File: src/rtl/noc_edge_pkg.sv
// Shared constants and types for the mesh edge receive path.
// Optional idle timeout: define MESH_EDGE_RX_TIMEOUT_EN.
package noc_edge_pkg;

  localparam int FLIT_W = 4;
  localparam int DEF_DEPTH = 4;
  localparam int DEF_PKT_NIBBLES = 4;

  typedef enum logic {
    COLLECT,
    HOLD
  } asm_state_t;

endpackage

File: src/rtl/mesh_edge_rx_if.sv
// Packet-side valid/ready bundle of the mesh edge receiver.
// master drives the packet, slave consumes it.
interface mesh_edge_rx_if
  import noc_edge_pkg::*;
#(
  parameter int PKT_NIBBLES = DEF_PKT_NIBBLES
);

  logic [FLIT_W*PKT_NIBBLES-1:0] pkt_data;
  logic                          pkt_valid;
  logic                          pkt_ready;

  modport master (
    output pkt_data,
    output pkt_valid,
    input  pkt_ready
  );

  modport slave (
    input  pkt_data,
    input  pkt_valid,
    output pkt_ready
  );

endinterface

File: src/rtl/edge_rx_fifo.sv
// Flit FIFO for the mesh edge receiver: storage, pointers,
// occupancy, full/empty decode and sticky overflow flag.
module edge_rx_fifo
  import noc_edge_pkg::*;
#(
  parameter int DEPTH = DEF_DEPTH
) (
  input  logic                     clk,
  input  logic                     rst_n,
  input  logic [FLIT_W-1:0]        wdata,
  input  logic                     wr,
  input  logic                     rd,
  output logic [FLIT_W-1:0]        rdata,
  output logic                     full,
  output logic                     empty,
  output logic [$clog2(DEPTH):0]   level,
  output logic                     overflow
);

  localparam int AW = $clog2(DEPTH);
  localparam logic [AW:0] FULL_CNT = (AW+1)'(DEPTH);

  logic [FLIT_W-1:0] mem [DEPTH];
  logic [AW-1:0]     wptr;
  logic [AW-1:0]     rptr;
  logic [AW:0]       count;
  logic              wr_ok;
  logic              rd_ok;

  assign full  = (count == FULL_CNT);
  assign empty = (count == '0);
  assign wr_ok = wr & ~full;
  assign rd_ok = rd & ~empty;
  assign rdata = mem[rptr];
  assign level = count;

  always_ff @(posedge clk) begin
    if (wr_ok) mem[wptr] <= wdata;
  end

  // Overflow looks at the registered full, so a same-cycle pop
  // does not rescue the write.
  always_ff @(posedge clk or negedge rst_n) begin
    if (!rst_n) begin
      wptr     <= '0;
      rptr     <= '0;
      count    <= '0;
      overflow <= 1'b0;
    end else begin
      if (wr_ok) wptr <= wptr + 1'b1;
      if (rd_ok) rptr <= rptr + 1'b1;
      if (wr & full) overflow <= 1'b1;
      unique case (1'b1)
        (wr_ok & ~rd_ok): count <= count + 1'b1;
        (rd_ok & ~wr_ok): count <= count - 1'b1;
        default:          count <= count;
      endcase
    end
  end

endmodule

File: src/rtl/mesh_edge_rx.sv
// Mesh edge receive endpoint: flit FIFO plus packet assembler.
// Optional idle timeout: define MESH_EDGE_RX_TIMEOUT_EN.
module mesh_edge_rx
  import noc_edge_pkg::*;
#(
  parameter int DEPTH       = DEF_DEPTH,
  parameter int PKT_NIBBLES = DEF_PKT_NIBBLES,
  parameter int TIMEOUT     = 16
) (
  input  logic                   clk,
  input  logic                   rst_n,
  input  logic [FLIT_W-1:0]      link_in,
  input  logic                   link_w,
  output logic                   link_full,
  mesh_edge_rx_if.master         pkt,
  output logic [$clog2(DEPTH):0] fifo_level,
  output logic                   overflow_err,
  output logic                   timeout_err
);

  localparam int PW = FLIT_W * PKT_NIBBLES;
  localparam int NW = $clog2(PKT_NIBBLES);
  localparam logic [NW-1:0] LAST = NW'(PKT_NIBBLES - 1);

  if (TIMEOUT < 1 || (DEPTH & (DEPTH - 1)) != 0 || DEPTH < 2)
    begin : g_bad_param
    $error("mesh_edge_rx: bad DEPTH or TIMEOUT");
  end

  asm_state_t        state;
  logic [NW-1:0]     nib_cnt;
  logic [PW-1:0]     shreg;
  logic              valid;
  logic [FLIT_W-1:0] rdata;
  logic              empty;
  logic              pop;
  logic              tmo_fire;

  assign pop           = (state == COLLECT) & ~empty;
  assign pkt.pkt_data  = shreg;
  assign pkt.pkt_valid = valid;

  edge_rx_fifo #(.DEPTH(DEPTH)) u_fifo (
    .clk      (clk),
    .rst_n    (rst_n),
    .wdata    (link_in),
    .wr       (link_w),
    .rd       (pop),
    .rdata    (rdata),
    .full     (link_full),
    .empty    (empty),
    .level    (fifo_level),
    .overflow (overflow_err)
  );

`ifdef MESH_EDGE_RX_TIMEOUT_EN
  localparam int IW = $clog2(TIMEOUT + 1);

  logic [IW-1:0] idle_cnt;
  logic          waiting;

  assign waiting  = (state == COLLECT) & (nib_cnt != '0) & empty;
  assign tmo_fire = waiting & (idle_cnt == IW'(TIMEOUT - 1));

  always_ff @(posedge clk or negedge rst_n) begin
    if (!rst_n) begin
      idle_cnt    <= '0;
      timeout_err <= 1'b0;
    end else begin
      timeout_err <= tmo_fire;
      if (!waiting || tmo_fire) idle_cnt <= '0;
      else                      idle_cnt <= idle_cnt + 1'b1;
    end
  end
`else
  assign tmo_fire    = 1'b0;
  assign timeout_err = 1'b0;
`endif

  // First popped flit travels up to the MSBs.
  always_ff @(posedge clk or negedge rst_n) begin
    if (!rst_n) begin
      state   <= COLLECT;
      nib_cnt <= '0;
      shreg   <= '0;
      valid   <= 1'b0;
    end else begin
      unique case (state)
        COLLECT: begin
          if (pop) begin
            shreg <= {shreg[PW-FLIT_W-1:0], rdata};
            if (nib_cnt == LAST) begin
              nib_cnt <= '0;
              state   <= HOLD;
              valid   <= 1'b1;
            end else begin
              nib_cnt <= nib_cnt + 1'b1;
            end
          end else if (tmo_fire) begin
            nib_cnt <= '0;
          end
        end
        HOLD: begin
          if (pkt.pkt_ready) begin
            state <= COLLECT;
            valid <= 1'b0;
          end
        end
        default: state <= COLLECT;
      endcase
    end
  end

endmodule

File: src/flat_wrapper.sv
// flat-port wrapper written by rule: the top's interface ports become plain ports
module mesh_edge_rx_flat import noc_edge_pkg::*;
#(
  parameter int DEPTH       = DEF_DEPTH,
  parameter int PKT_NIBBLES = DEF_PKT_NIBBLES,
  parameter int TIMEOUT     = 16
)
  (clk, rst_n, link_in, link_w, link_full, fifo_level, overflow_err, timeout_err, pkt_pkt_data, pkt_pkt_valid, pkt_pkt_ready);
  mesh_edge_rx_if #(.PKT_NIBBLES(PKT_NIBBLES)) pkt_i ();
  input  logic clk;
  input  logic rst_n;
  input  logic [FLIT_W-1:0] link_in;
  input  logic link_w;
  output logic link_full;
  output logic [$clog2(DEPTH):0] fifo_level;
  output logic overflow_err;
  output logic timeout_err;
  output wire logic [$bits(pkt_i.pkt_data)-1:0] pkt_pkt_data;
  output wire logic [$bits(pkt_i.pkt_valid)-1:0] pkt_pkt_valid;
  input wire logic [$bits(pkt_i.pkt_ready)-1:0] pkt_pkt_ready;
  assign pkt_pkt_data = pkt_i.pkt_data;
  assign pkt_pkt_valid = pkt_i.pkt_valid;
  assign pkt_i.pkt_ready = pkt_pkt_ready;
  mesh_edge_rx #(.DEPTH(DEPTH), .PKT_NIBBLES(PKT_NIBBLES), .TIMEOUT(TIMEOUT)) u_core (.clk(clk), .rst_n(rst_n), .link_in(link_in), .link_w(link_w), .link_full(link_full), .pkt(pkt_i), .fifo_level(fifo_level), .overflow_err(overflow_err), .timeout_err(timeout_err));
endmodule
File: config.mk
export PLATFORM = sky130hd
export DESIGN_NAME = mesh_edge_rx_flat
export DESIGN_NICKNAME = d
export VERILOG_FILES = /design/src/rtl/noc_edge_pkg.sv /design/src/rtl/mesh_edge_rx_if.sv /design/src/rtl/edge_rx_fifo.sv /design/src/rtl/mesh_edge_rx.sv /design/src/flat_wrapper.sv
export SDC_FILE = /design/constraint.sdc
export NUM_CORES = 1
export LEC_CHECK = 0
export CORE_ASPECT_RATIO = 1.4
export CORE_MARGIN = 2
export CORE_UTILIZATION = 40
export DETAILED_ROUTE_END_ITERATION = 7
export SLEW_MARGIN = 25
export SYNTH_ARGS = -nofsm -noshare
export SYNTH_HDL_FRONTEND = slang
export SYNTH_SLANG_ARGS = --single-unit
File: constraint.sdc
create_clock -name clk -period 3.7 [get_ports clk]
set_clock_uncertainty 0.2 [all_clocks]
set_input_delay 0.74 -clock clk [delete_from_list [all_inputs] [get_ports clk]]
set_output_delay 0.74 -clock clk [all_outputs]
set_load 0.02 [all_outputs]
* Word level (Yosys, flattened, before mapping)
Memories as Yosys holds them, arrays and structs flattened. A register that Yosys moved wholly into a read port is not among the register bits.
Index checks and enable logic that the tools add are counted.
** Word-level totals
- Word-level logic and storage cells :: 47
- Bits in registers :: 28
- Input bits :: 8
- Memories :: 1
- Bits in writable memories :: 16
** Memory list
- u_core.u_fifo.mem :: words 4, width 4, read ports 1, clocked after memory_dff 1, write ports 1, RTL line edge_rx_fifo.sv:23 : logic [FLIT_W-1:0] mem [DEPTH];
** Cells by class
- Reductions and logical operators :: 5
- $add $sub $neg :: 5
- Bitwise operators :: 11
- Mux-type cells :: 12
- Eq/ne operators :: 5
** Operators by type and width (number)
- 1-bit two-way mux :: 8
- 2-bit by 1-bit adder with 2-bit output, second input constant :: 3
- 1-bit AND :: 6
- 2-bit inequality test, second input constant :: 3
- 3-bit case mux with 2 select lines :: 1
- 1-bit inverter :: 5
- 1-bit case mux with 2 select lines :: 2
- 3-bit by 1-bit adder with 3-bit output, second input constant :: 1
- 3-bit equality test, second input constant :: 1
- 3-bit zero test :: 1
- 3-bit AND reduction :: 1
- 3-bit by 1-bit subtractor with 3-bit output, second input constant :: 1
- 2-bit equality test, second input constant :: 1
- 2-bit two-way mux :: 1
- 2-bit AND reduction :: 1
- 2-bit nonzero test :: 1
- 1-bit zero test :: 1

* Depth between registers and ports, before layout
Gate-level depths: netlist of run 1.
- Depth in word-level cells :: 7
- Depth in mapped cells :: 9
- Depth with buffers taken out :: 9

* Cells and area by module
Synthesis of run 1 repeated with hierarchy kept, for this count alone.
** Second synthesis, totals
- Cell total of the unflattened synthesis :: 110
- Area total of the unflattened synthesis :: 1869.3 um2
** By module, submodules not included
- edge_rx_fifo :: cells each 61, area each 1042.2 um2, times used 1
- mesh_edge_rx :: cells each 49, area each 827.0 um2, times used 1

* Worst setup path before layout of run 1
Ideal clock, no wire load.
- Kind :: register to register
- Start :: reg u_core.u_fifo.count[2], in the netlist u_core.u_fifo.level[2]
- End :: reg u_core.u_fifo.count[2], in the netlist u_core.u_fifo.level[2]
- Arrival time :: 2.129 ns
- Setup time :: 0.080 ns
- Buffers on the path :: 0
- Setup slack :: 1.291 ns
- Cell stages (with the launch flop) :: 10
- Cells stage by stage :: dfrtp_1 -> nor3b_2 -> nor2b_2 -> inv_1 -> ha_1 -> inv_1 -> fa_1 -> xor2_1 -> nor2_1 -> xor2_1
** Between the ends
- Elaborated cells on any way between the ends :: 15
** RTL lines
- start, declared :: RTL line edge_rx_fifo.sv:26 : logic [AW:0] count;
- start signal, assigned :: RTL line edge_rx_fifo.sv:54 : (wr_ok & ~rd_ok): count <= count + 1'b1;
- start signal, assigned :: RTL line edge_rx_fifo.sv:55 : (rd_ok & ~wr_ok): count <= count - 1'b1;
- start signal, assigned :: RTL line edge_rx_fifo.sv:56 : default: count <= count;
- 3-bit equality test * :: RTL line edge_rx_fifo.sv:30 : assign full = (count == FULL_CNT);
- via link_full :: RTL line flat_wrapper.sv:14 : output logic link_full;
- 1-bit inverter * :: RTL line edge_rx_fifo.sv:32 : assign wr_ok = wr & ~full;
- 1-bit AND * :: RTL line edge_rx_fifo.sv:32
- 1-bit inverter :: RTL line edge_rx_fifo.sv:55
- 1-bit AND :: RTL line edge_rx_fifo.sv:55
- 3-bit case mux with 2 select lines or 2-bit nonzero test (tied branches)
The timed path passes the listed nets; every way through them passes the cells marked *.
A chain may end at the register's enable or synchronous reset.

* Worst setup path in the final report of run 1
- Start :: reg u_core.u_fifo.count[1], in the netlist u_core.u_fifo.level[1]
- End :: out link_full
** Between the ends
- Word-level cells in the longest chain between the ends :: 1
** RTL lines (RTL line)
- 3-bit equality test :: edge_rx_fifo.sv:30
- end, declared :: flat_wrapper.sv:14
Every way passes these cells.

==> results of run 1 <==
cell usage in the layout (no fill, tap or decap), drive strengths merged, types with 3 or more instances in the layout:
cell type / netlist / routed
and2: 4 / 4
ha: 6 / 6
edfxtp: 16 / 16
mux2: 19 / 19
nor2: 3 / 3
inv: 7 / 7
clkdlybuf4s50: 0 / 29
xor2: 4 / 4
dfrtp: 28 / 28
mux4: 4 / 4
clkbuf: 0 / 8
registers in the layout, summed over array words and instances (netlist names):
name,cells
u_core.pkt.pkt_data,16
u_core.u_fifo.overflow,1
u_core.state,1
u_core.u_fifo.mem,16
u_core.nib_cnt,2
u_core.u_fifo.rptr,2
u_core.pkt.pkt_valid,1
u_core.u_fifo.level,3
u_core.u_fifo.wptr,2
critical path: cells and delay by family (launching register included):
family / cells / cell delay (ns)
DFF: 1 / 0.45
buffers and inverters: 1 / 0.66
and+or+nand+nor: 1 / 0.30
cells in the mapped netlist, types with 2 or more instances:
cell	number	share of area, %
dfrtp_1	28	38
edfxtp_1	16	26
mux2_2	14	8.6
inv_1	7	1.4
ha_1	6	4.1
and2_1	4	1.4
mux2_4	4	3.3
mux4_2	4	4.9
xor2_1	4	1.9
buf_6	3	1.8
a22o_1	2	0.96
nand2_1	2	0.41
nor2_1	2	0.41
xnor2_1	2	0.96
per-layer routing:
metal | share of wire, % | vias up | global-route usage [%] | routed length, microns
met5 | 0 | - | 0 | 0
met4 | 1.6 | 0 | 4.743 | 43
met3 | 5.3 | 4 | 3.721 | 144
met2 | 54 | 30 | 19.73 | 1465
met1 | 40 | 493 | 13.99 | 1080
li1 | - | 444 | - | -
per-stage QoR:
step,setup WS [ns],power (W)
5_1_grt,1.002,0.002338
3_3_place_gp,1.023,0.001855
3_5_place_dp,0.9292,0.001902
4_1_cts,1.033,0.002225
2_1_floorplan,1.291,0.001553
6_report,1.067,0.002187
power by group through the flow:
stage | clock (W) | combinational (W) | sequential [W]
after detailed placement | 0 | 0.00102 | 0.000878
after global routing | 0.000347 | 0.00110 | 0.000895
final | 0.000317 | 0.00101 | 0.000863
after floorplan | 0 | 0.000574 | 0.000978
after global placement | 0 | 0.000989 | 0.000866
after CTS | 0.000328 | 0.00103 | 0.000870
worst min path at each step:
stage | from | to | slack (ns) | depth (start not counted)
floorplan | rst_n | u_core.nib_cnt[0] | 0.24 | 0
global placement | u_core.u_fifo.overflow | u_core.u_fifo.overflow | 0.24 | 1
detailed placement | u_core.u_fifo.overflow | u_core.u_fifo.overflow | 0.26 | 1
CTS | u_core.u_fifo.overflow | u_core.u_fifo.overflow | 0.29 | 1
global route | u_core.u_fifo.overflow | u_core.u_fifo.overflow | 0.30 | 1
finish | u_core.u_fifo.overflow | u_core.u_fifo.overflow | 0.28 | 1
logic make-up after synthesis:
kind of cell             count (synthesis)
AO/OA/AOI/OAI                            4
other                                    1
buffers and inverters                   11
AND/OR/NAND/NOR                         13
XOR/XNOR                                 6
multiplexers                            23
flip-flops                              44
adder cells (fa/ha/maj)                  7
cell type report:
class / instances / area [sq um]
Fill cell: 402 / 2187
Sequential cell: 44 / 1181
Multi-Input combinational cell: 54 / 585.6
Timing Repair Buffer: 31 / 305.3
Clock buffer: 8 / 100.1
Tap cell: 62 / 77.57
Inverter: 7 / 26.28
==> results.py, run 1 <==
metrics = {
    "status": {
        "status": "completed",
    },
    "final_layout": {
        "insertedDiodeCount": 0,
        "num-nets-final": 158,
        "fin_cells": 206,
        "final_area_sq_um": 2276,
        "drive_above_1_share_pct": 24.31,
        "postLayoutCoreUtil_pct": 51.00,
        "syn_to_final_growth_pct": 24.08,
    },
    "worst_hold_path": {
        "hp-class": "reg -> reg",
    },
    "floorplan": {
        "die_x_microns": 61.23,
        "rows": 29,
        "dieArea_sq_um": 5151,
        "start_util_pct": 41.10,
        "pin_count": 31,
        "die_h_microns": 84.13,
        "coreArea_sq_um": 4463,
    },
    "worst_setup_path": {
        "slowest_stage": "clkdlybuf4s50_1",
        "crit_end": "link_full",
        "critPathMaxStageDelay_ns": 0.66,
        "crit_type": "reg -> out",
        "critPathCaptureType": "primary output",
        "crit_arrival_ns": 1.69,
        "critPathMaxFanout": 5,
        "crit_start": "u_core.u_fifo.level[1]",
        "rr_startpoint": "u_core.u_fifo.level[1]",
        "rrSetupSlack_ns": 1.40,
        "path_cells": "nor3b_2 -> clkdlybuf4s50_1",
        "worstRegToRegCells": 9,
        "cp-start-kind": "flop",
        "r2r_end": "u_core.u_fifo.level[2]",
        "crit_required_ns": 2.76,
    },
    "synth": {
        "yosys_warnings": 0,
        "ys_async_sr_fraction_pct": 63.64,
        "syn_area_per_cell_sq_um": 16.83,
        "synth_compound_area_share_pct": 1.637,
        "synthMuxAreaShare_pct": 17.39,
        "syn_inst": 109,
        "synth_nets": 124,
        "ys.flop_type": "dfrtp_1",
        "synth-simple-area-share_pct": 4.638,
        "syn_area_sq_um": 1834,
        "synth_xor_area_share_pct": 2.865,
        "synth_edf_count": 16,
        "ys_ff_latch": 44,
        "ys_seq_area_share_pct": 64.39,
        "synth_fa_ha_area_share_pct": 5.184,
        "synth_top_family_by_area": "multiplexers",
        "ys_types": 25,
    },
    "routing": {
        "routedWlPerCell_microns": 13.27,
        "routed_wl_microns": 2733,
        "drtPass1Iterations": 4,
        "drt-initial-drc-count": 14,
        "drc": 0,
        "viasPerCell": 4.714,
        "ant_nets": 0,
        "vias": 971,
    },
    "grt": {
        "grt_pass1_vias": 977,
        "grt_max_degree": 29,
        "grt_overflow_total": 0,
        "antenna_found_initial": 0,
        "grt_usage_pct": 11.94,
        "grt_pass1_wl_microns": 4491,
    },
    "placement": {
        "gp_congestion": 0.6560,
        "dp.cells": 198,
        "io_buffers": 29,
        "dp_hpwl_microns": 2024,
        "dpl-instance-area_sq_um": 2176,
    },
    "cts": {
        "post-cts-setup-buffers": 0,
        "cts.path.max_buffers": 2,
        "cts.clk_slew.worst_paths_ns": 0.07,
        "clock-sinks": 44,
        "numCtsBuffers": 5,
        "clkLatencyLatePin_ns": 0.29,
        "postCtsHoldBufs": 0,
        "cts_max_level": 2,
        "clock_tree.root_cell": "clkbuf_8",
        "cts_tree": "yes",
        "cts_resized": 0,
    },
    "timing": {
        "hold_viol": 0,
        "hold_ws_ns": 0.2794,
        "finalCritPeriodShare_pct": 71.17,
        "setup_violations": 0,
        "fmax_mhz": 379.8,
        "tns_ns": 0,
        "rsz0062_at_grt": "no",
        "drv_slew": 0,
        "finalCriticalPeriod_ns": 2.633,
    },
    "power_and_ir_drop": {
        "peakVddDrop_mv": 0.4057,
        "p_leak_nw": 0.9265,
        "p_seq_share_pct": 39.5,
        "switching_share_pct": 33.98,
        "pwr-share-comb_pct": 46.1,
        "p_switching_w": 0.0007431,
        "power_per_cell_area_nw_per_um2": 960.9,
        "clockPowerShare_pct": 14.5,
        "p_int_w": 0.001444,
    },
    "job": {
        "maxCapViolCount": 0,
    },
}
No activity file was read; power rests on OpenSTA's default activity.
==> inputs of run 2 (changes only) <==
- PLACE_DENSITY: unset -> 0.65
- clock period: 3.7 -> 2.2 ns (I/O delays scaled with it)
==> run 2 against run 1 <==
Effect of this change: die area unchanged; count of clock-buffer cells in the layout decreased by 3; setup slack got worse by 0.96 ns; total power increased by 73%; hold slack improved by 0.0086 ns; sequential cell count unchanged; clock power increased by 88%; critical path depth increased by 1; via count decreased by 0.62%; first-iteration DRC count decreased by 14%; register-to-register slack got worse by 1.3 ns; critical endpoint unchanged.
==> results.py, run 2 (synthesized netlist as in run 1, its figures left out) <==
metrics = {
    "grt": {
        "grt_max_degree": 29,
        "grt_pass1_wl_microns": 4512,
        "grt_pass1_vias": 1030,
        "antenna_found_initial": 0,
        "grt_usage_pct": 12.05,
        "grt_overflow_total": 0,
    },
    "routing": {
        "routedWlPerCell_microns": 12.45,
        "drtPass1Iterations": 3,
        "drc": 0,
        "routed_wl_microns": 2603,
        "drt-initial-drc-count": 12,
        "vias": 965,
        "ant_nets": 0,
        "viasPerCell": 4.617,
    },
    "placement": {
        "io_buffers": 29,
        "gp_congestion": 0.6935,
    },
    "final_layout": {
        "final_cell_mix": "clkdlybuf4s50_1 (28), dfrtp_1 (25), edfxtp_1 (16), mux2_2 (14), inv_1 (7)",
        "insertedDiodeCount": 0,
        "postLayoutCoreUtil_pct": 52.06,
        "num-nets-final": 161,
        "fillers": 390,
        "syn_to_final_growth_pct": 26.67,
        "final_common_cell": "clkdlybuf4s50_1",
        "drive_above_1_share_pct": 29.93,
    },
    "timing": {
        "rsz0062_at_grt": "no",
        "drv_slew": 0,
        "finalCritPeriodShare_pct": 94.97,
        "hold_viol": 0,
        "finalCriticalPeriod_ns": 2.089,
        "setup_violations": 0,
        "fmax_mhz": 478.6,
    },
    "cts": {
        "numCtsBuffers": 5,
        "clock-sinks": 44,
        "postCtsHoldBufs": 0,
        "cts.clk_slew.worst_paths_ns": 0.08,
        "cts_max_level": 2,
        "clock_tree.root_cell": "clkbuf_8",
        "cts_tree": "yes",
        "cts.path.max_buffers": 2,
        "clkLatencyLatePin_ns": 0.29,
    },
    "power_and_ir_drop": {
        "p_switching_w": 0.001265,
        "pwr-share-comb_pct": 45.7,
        "switching_share_pct": 33.45,
        "clockPowerShare_pct": 15.8,
        "design_power_total_w": 0.003782,
        "p_seq_share_pct": 38.6,
        "p_int_w": 0.002517,
        "peakVddDrop_mv": 0.7928,
        "p_leak_nw": 0.9453,
        "power_per_cell_area_nw_per_um2": 1628,
    },
    "floorplan": {
        "coreArea_sq_um": 4463,
        "pin_count": 31,
        "die_h_microns": 84.13,
        "dieArea_sq_um": 5151,
        "die_x_microns": 61.23,
        "rows": 29,
        "start_util_pct": 41.10,
    },
    "worst_setup_path": {
        "path_depth": 3,
        "cp_top_family": "flip-flops",
        "critPathBufInv": 2,
        "critPathMaxStageDelay_ns": 0.46,
        "critPathMaxFanout": 5,
        "critPathCaptureType": "primary output",
        "crit_type": "reg -> out",
        "slowest_stage": "dfrtp_2",
        "path_cells": "nor3b_4 -> buf_4 -> dlygate4sd2_1",
        "cp-start-kind": "flop",
        "crit_required_ns": 1.56,
        "crit_arrival_ns": 1.45,
        "worstRegToRegCells": 9,
    },
    "job": {
        "maxCapViolCount": 0,
    },
    "status": {
        "status": "completed",
    },
    "worst_hold_path": {
        "whs_path_depth": 1,
        "hp-class": "reg -> reg",
    },
}
==> run 2: power groups by stage <==
stage	clock [W]	sequential [W]	combinational (W)
6_report	0.000596	0.00146	0.00173
5_1_grt	0.000656	0.00152	0.00187
4_1_cts	0.000620	0.00147	0.00175
3_5_place_dp	0	0.00149	0.00175
3_3_place_gp	0	0.00147	0.00170
2_1_floorplan	0	0.00166	0.000984
==> run 2: cell type report <==
type	instances	area [sq um]	share of cell area (%)
Tap cell	62	77.57	3.339
Inverter	7	26.28	1.131
Timing Repair Buffer	34	326.6	14.05
Clock inverter	3	42.54	1.831
Multi-Input combinational cell	54	596.8	25.69
Clock buffer	5	68.82	2.962
Sequential cell	44	1185	51.00
==> run 2: path summary, 6_finish.rpt <==
kind / from / endpoint / slack [ns]
worst max-delay path: u_core.u_fifo.level[1] / link_full / 0.11
worst min-delay path: u_core.u_fifo.overflow / u_core.u_fifo.overflow / 0.29
worst max register to register: u_core.u_fifo.level[1] / u_core.u_fifo.level[2] / 0.12
worst min register to register: u_core.u_fifo.overflow / u_core.u_fifo.overflow / 0.29
max in group asynchronous: rst_n / u_core.u_fifo.level[1] / 1.21
min in group asynchronous: rst_n / u_core.u_fifo.level[0] / 0.31
==> run 2: stage by stage <==
stage	worst slack [ns]	setup TNS (ns)	area (sq um)	instances	hold slack, ns
4_1_cts	0.05194	0	2316	208	0.2990
2_1_floorplan	-0.04437	-0.04437	1849	109	-0.05559
5_1_grt	0.03858	0	2323	209	0.3108
6_report	0.1107	0	2323	209	0.2880
3_5_place_dp	-0.1750	-0.2118	2206	200	0.2750
3_3_place_gp	-0.06943	-0.06943	2206	200	0.2426
==> run 2: what timing repair did <==
action,in CTS,in global routing
pin swaps,0,1
buffers inserted,0,1
cloned,0,0
setup endpoints to repair,1,1
resized for setup,1,0
endpoints found under the hold margin,0,0
==> run 2: metal layers <==
metal / wire, microns / GRT usage, % / up-vias
met4: 76 / 7.115 / 0
li1: - / - / 453
met5: 0 / 0 / -
met2: 1405 / 19.44 / 23
met1: 992 / 13.13 / 484
met3: 129 / 4.186 / 5
==> inputs of run 3 (changes only) <==
- RECOVER_POWER: unset -> 50
==> run 3 against run 2 <==
Effect of this change: cell count stayed put; utilization is 0.28 points lower; setup slack better by 0.017 ns; sequential cell count stayed put; count of clock-buffer cells in the layout stayed put; combinational power hardly changed; die area stayed put; global-route usage stayed put; sequential share of layout area is 0.28 points higher; hold slack worse by 0.0021 ns; register-to-register slack hardly changed; critical path type is now reg -> reg; largest cell class unchanged.
==> results.py, run 3 (synthesized netlist as in run 1, its figures left out) <==
metrics = {
    "power_and_ir_drop": {
        "p_leak_nw": 0.9432,
        "peakVddDrop_mv": 0.7913,
        "power_per_cell_area_nw_per_um2": 1628,
    },
    "routing": {
        "drtPass1Iterations": 2,
        "drt-initial-drc-count": 12,
        "vias": 971,
        "ant_nets": 0,
        "drc": 0,
        "routed_wl_microns": 2600,
        "viasPerCell": 4.646,
        "routedWlPerCell_microns": 12.44,
    },
    "cts": {
        "postCtsHoldBufs": 0,
        "cts_max_level": 2,
        "clkLatencyLatePin_ns": 0.29,
        "clock_tree.root_cell": "clkbuf_8",
        "cts.clk_slew.worst_paths_ns": 0.08,
        "numCtsBuffers": 5,
        "cts.path.max_buffers": 2,
        "clock-sinks": 44,
        "cts_tree": "yes",
    },
    "final_layout": {
        "fillers": 392,
        "drive_above_1_share_pct": 28.57,
        "num-nets-final": 161,
        "final_cell_mix": "dfrtp_1 (25), clkdlybuf4s50_1 (23), edfxtp_1 (16), mux2_2 (14), inv_1 (7)",
        "insertedDiodeCount": 0,
        "final_common_cell": "dfrtp_1",
        "final_area_sq_um": 2311,
        "syn_to_final_growth_pct": 25.99,
    },
    "worst_setup_path": {
        "cp-start-kind": "flop",
        "critPathCaptureType": "flop",
        "critPathMaxFanout": 5,
        "crit_arrival_ns": 2.09,
        "crit_type": "reg -> reg",
        "crit_required_ns": 2.21,
    },
    "floorplan": {
        "start_util_pct": 41.10,
        "rows": 29,
        "pin_count": 31,
        "dieArea_sq_um": 5151,
        "die_h_microns": 84.13,
        "coreArea_sq_um": 4463,
        "die_x_microns": 61.23,
    },
    "timing": {
        "setup_violations": 0,
        "finalCritPeriodShare_pct": 94.18,
        "finalCriticalPeriod_ns": 2.072,
        "hold_ws_ns": 0.2858,
        "drv_slew": 0,
        "hold_viol": 0,
        "fmax_mhz": 482.6,
        "max-slew-margin-rel_pct": 54.69,
        "worst_pin_slew_ns": 0.6796,
        "rsz0062_at_grt": "no",
    },
    "status": {
        "status": "completed",
    },
    "grt": {
        "grt_overflow_total": 0,
        "grt_pass1_wl_microns": 4512,
        "antenna_found_initial": 0,
        "grt_pass1_vias": 1030,
        "grt_max_degree": 29,
        "grt_usage_pct": 12.05,
    },
    "worst_hold_path": {
        "hp-class": "reg -> reg",
    },
    "placement": {
        "gp_congestion": 0.6935,
        "io_buffers": 29,
        "dpl-instance-area_sq_um": 2206,
    },
    "job": {
        "maxCapViolCount": 0,
    },
}
-- run 3: cell count changes in the layout (fill, tap and decap cells not counted), sizes merged --
cell,delta
buf,-2
clkbuf,+2
clkdlybuf4s50,-5
dlygate4sd3,+5
-- run 3: report_power, final --
group / internal, W / total [W] / switching, W
clock: 0.000335 / 0.000595 / 0.000259
sequential: 0.00120 / 0.00145 / 0.000249
combinational: 0.000966 / 0.00171 / 0.000749
total: 0.00251 / 0.00376 / 0.00126
-- run 3: area by class of cell --
type	instances	area [sq um]	share of cell area [%]
Inverter	7	26.28	1.137
Multi-Input combinational cell	54	589.3	25.50
Sequential cell	44	1185	51.27
Clock inverter	3	42.54	1.841
Tap cell	62	77.57	3.357
Clock buffer	5	68.82	2.978
Timing Repair Buffer	34	321.6	13.91
-- run 3: path summary, 6_finish.rpt --
kind	depth (start not counted)	start	endpoint	slack, ns
worst max-delay path	9	u_core.u_fifo.level[1]	u_core.u_fifo.level[2]	0.13
worst min-delay path	1	u_core.u_fifo.overflow	u_core.u_fifo.overflow	0.29
worst max register to register	9	u_core.u_fifo.level[1]	u_core.u_fifo.level[2]	0.13
worst min register to register	1	u_core.u_fifo.overflow	u_core.u_fifo.overflow	0.29
max in group asynchronous	2	rst_n	u_core.u_fifo.level[1]	0.82
min in group asynchronous	2	rst_n	u_core.u_fifo.wptr[1]	0.50
-- run 3: what timing repair did --
item	CTS	global route
setup endpoints to repair	1	1
gates resized for setup	1	0
buffers inserted	0	1
pin swaps	0	1
-- run 3: metal layers --
metal / vias up / wire length, microns / part of all wire [%] / GRT usage (%)
met4: 0 / 76 / 2.9 / 7.115
met5: - / 0 / 0 / 0
met3: 5 / 121 / 4.7 / 4.186
li1: 453 / - / - / -
met1: 490 / 1000 / 38 / 13.13
met2: 23 / 1402 / 54 / 19.44
-- run 3: worst max-delay path: stages (launching register included) --
cell,delay (ns)
dfrtp_2,0.45
nor3b_4,0.21
nor2b_1,0.09
inv_1,0.06
ha_2,0.16
inv_1,0.05
fa_2,0.33
xor2_1,0.15
nor2_1,0.12
xor2_1,0.17
-- run 3: stage by stage --
step	setup TNS, ns	std cells	utilization (%)	setup slack [ns]	power [W]
after global placement	-0.06943	200	49.43	-0.06943	0.003161
after CTS	0	208	51.89	0.05194	0.003842
after global routing	0	209	51.78	0.04243	0.004026
after detailed placement	-0.2118	200	49.43	-0.1750	0.003239
final	0	209	51.78	0.1281	0.003763
after floorplan	-0.04437	109	-	-0.04437	0.002643
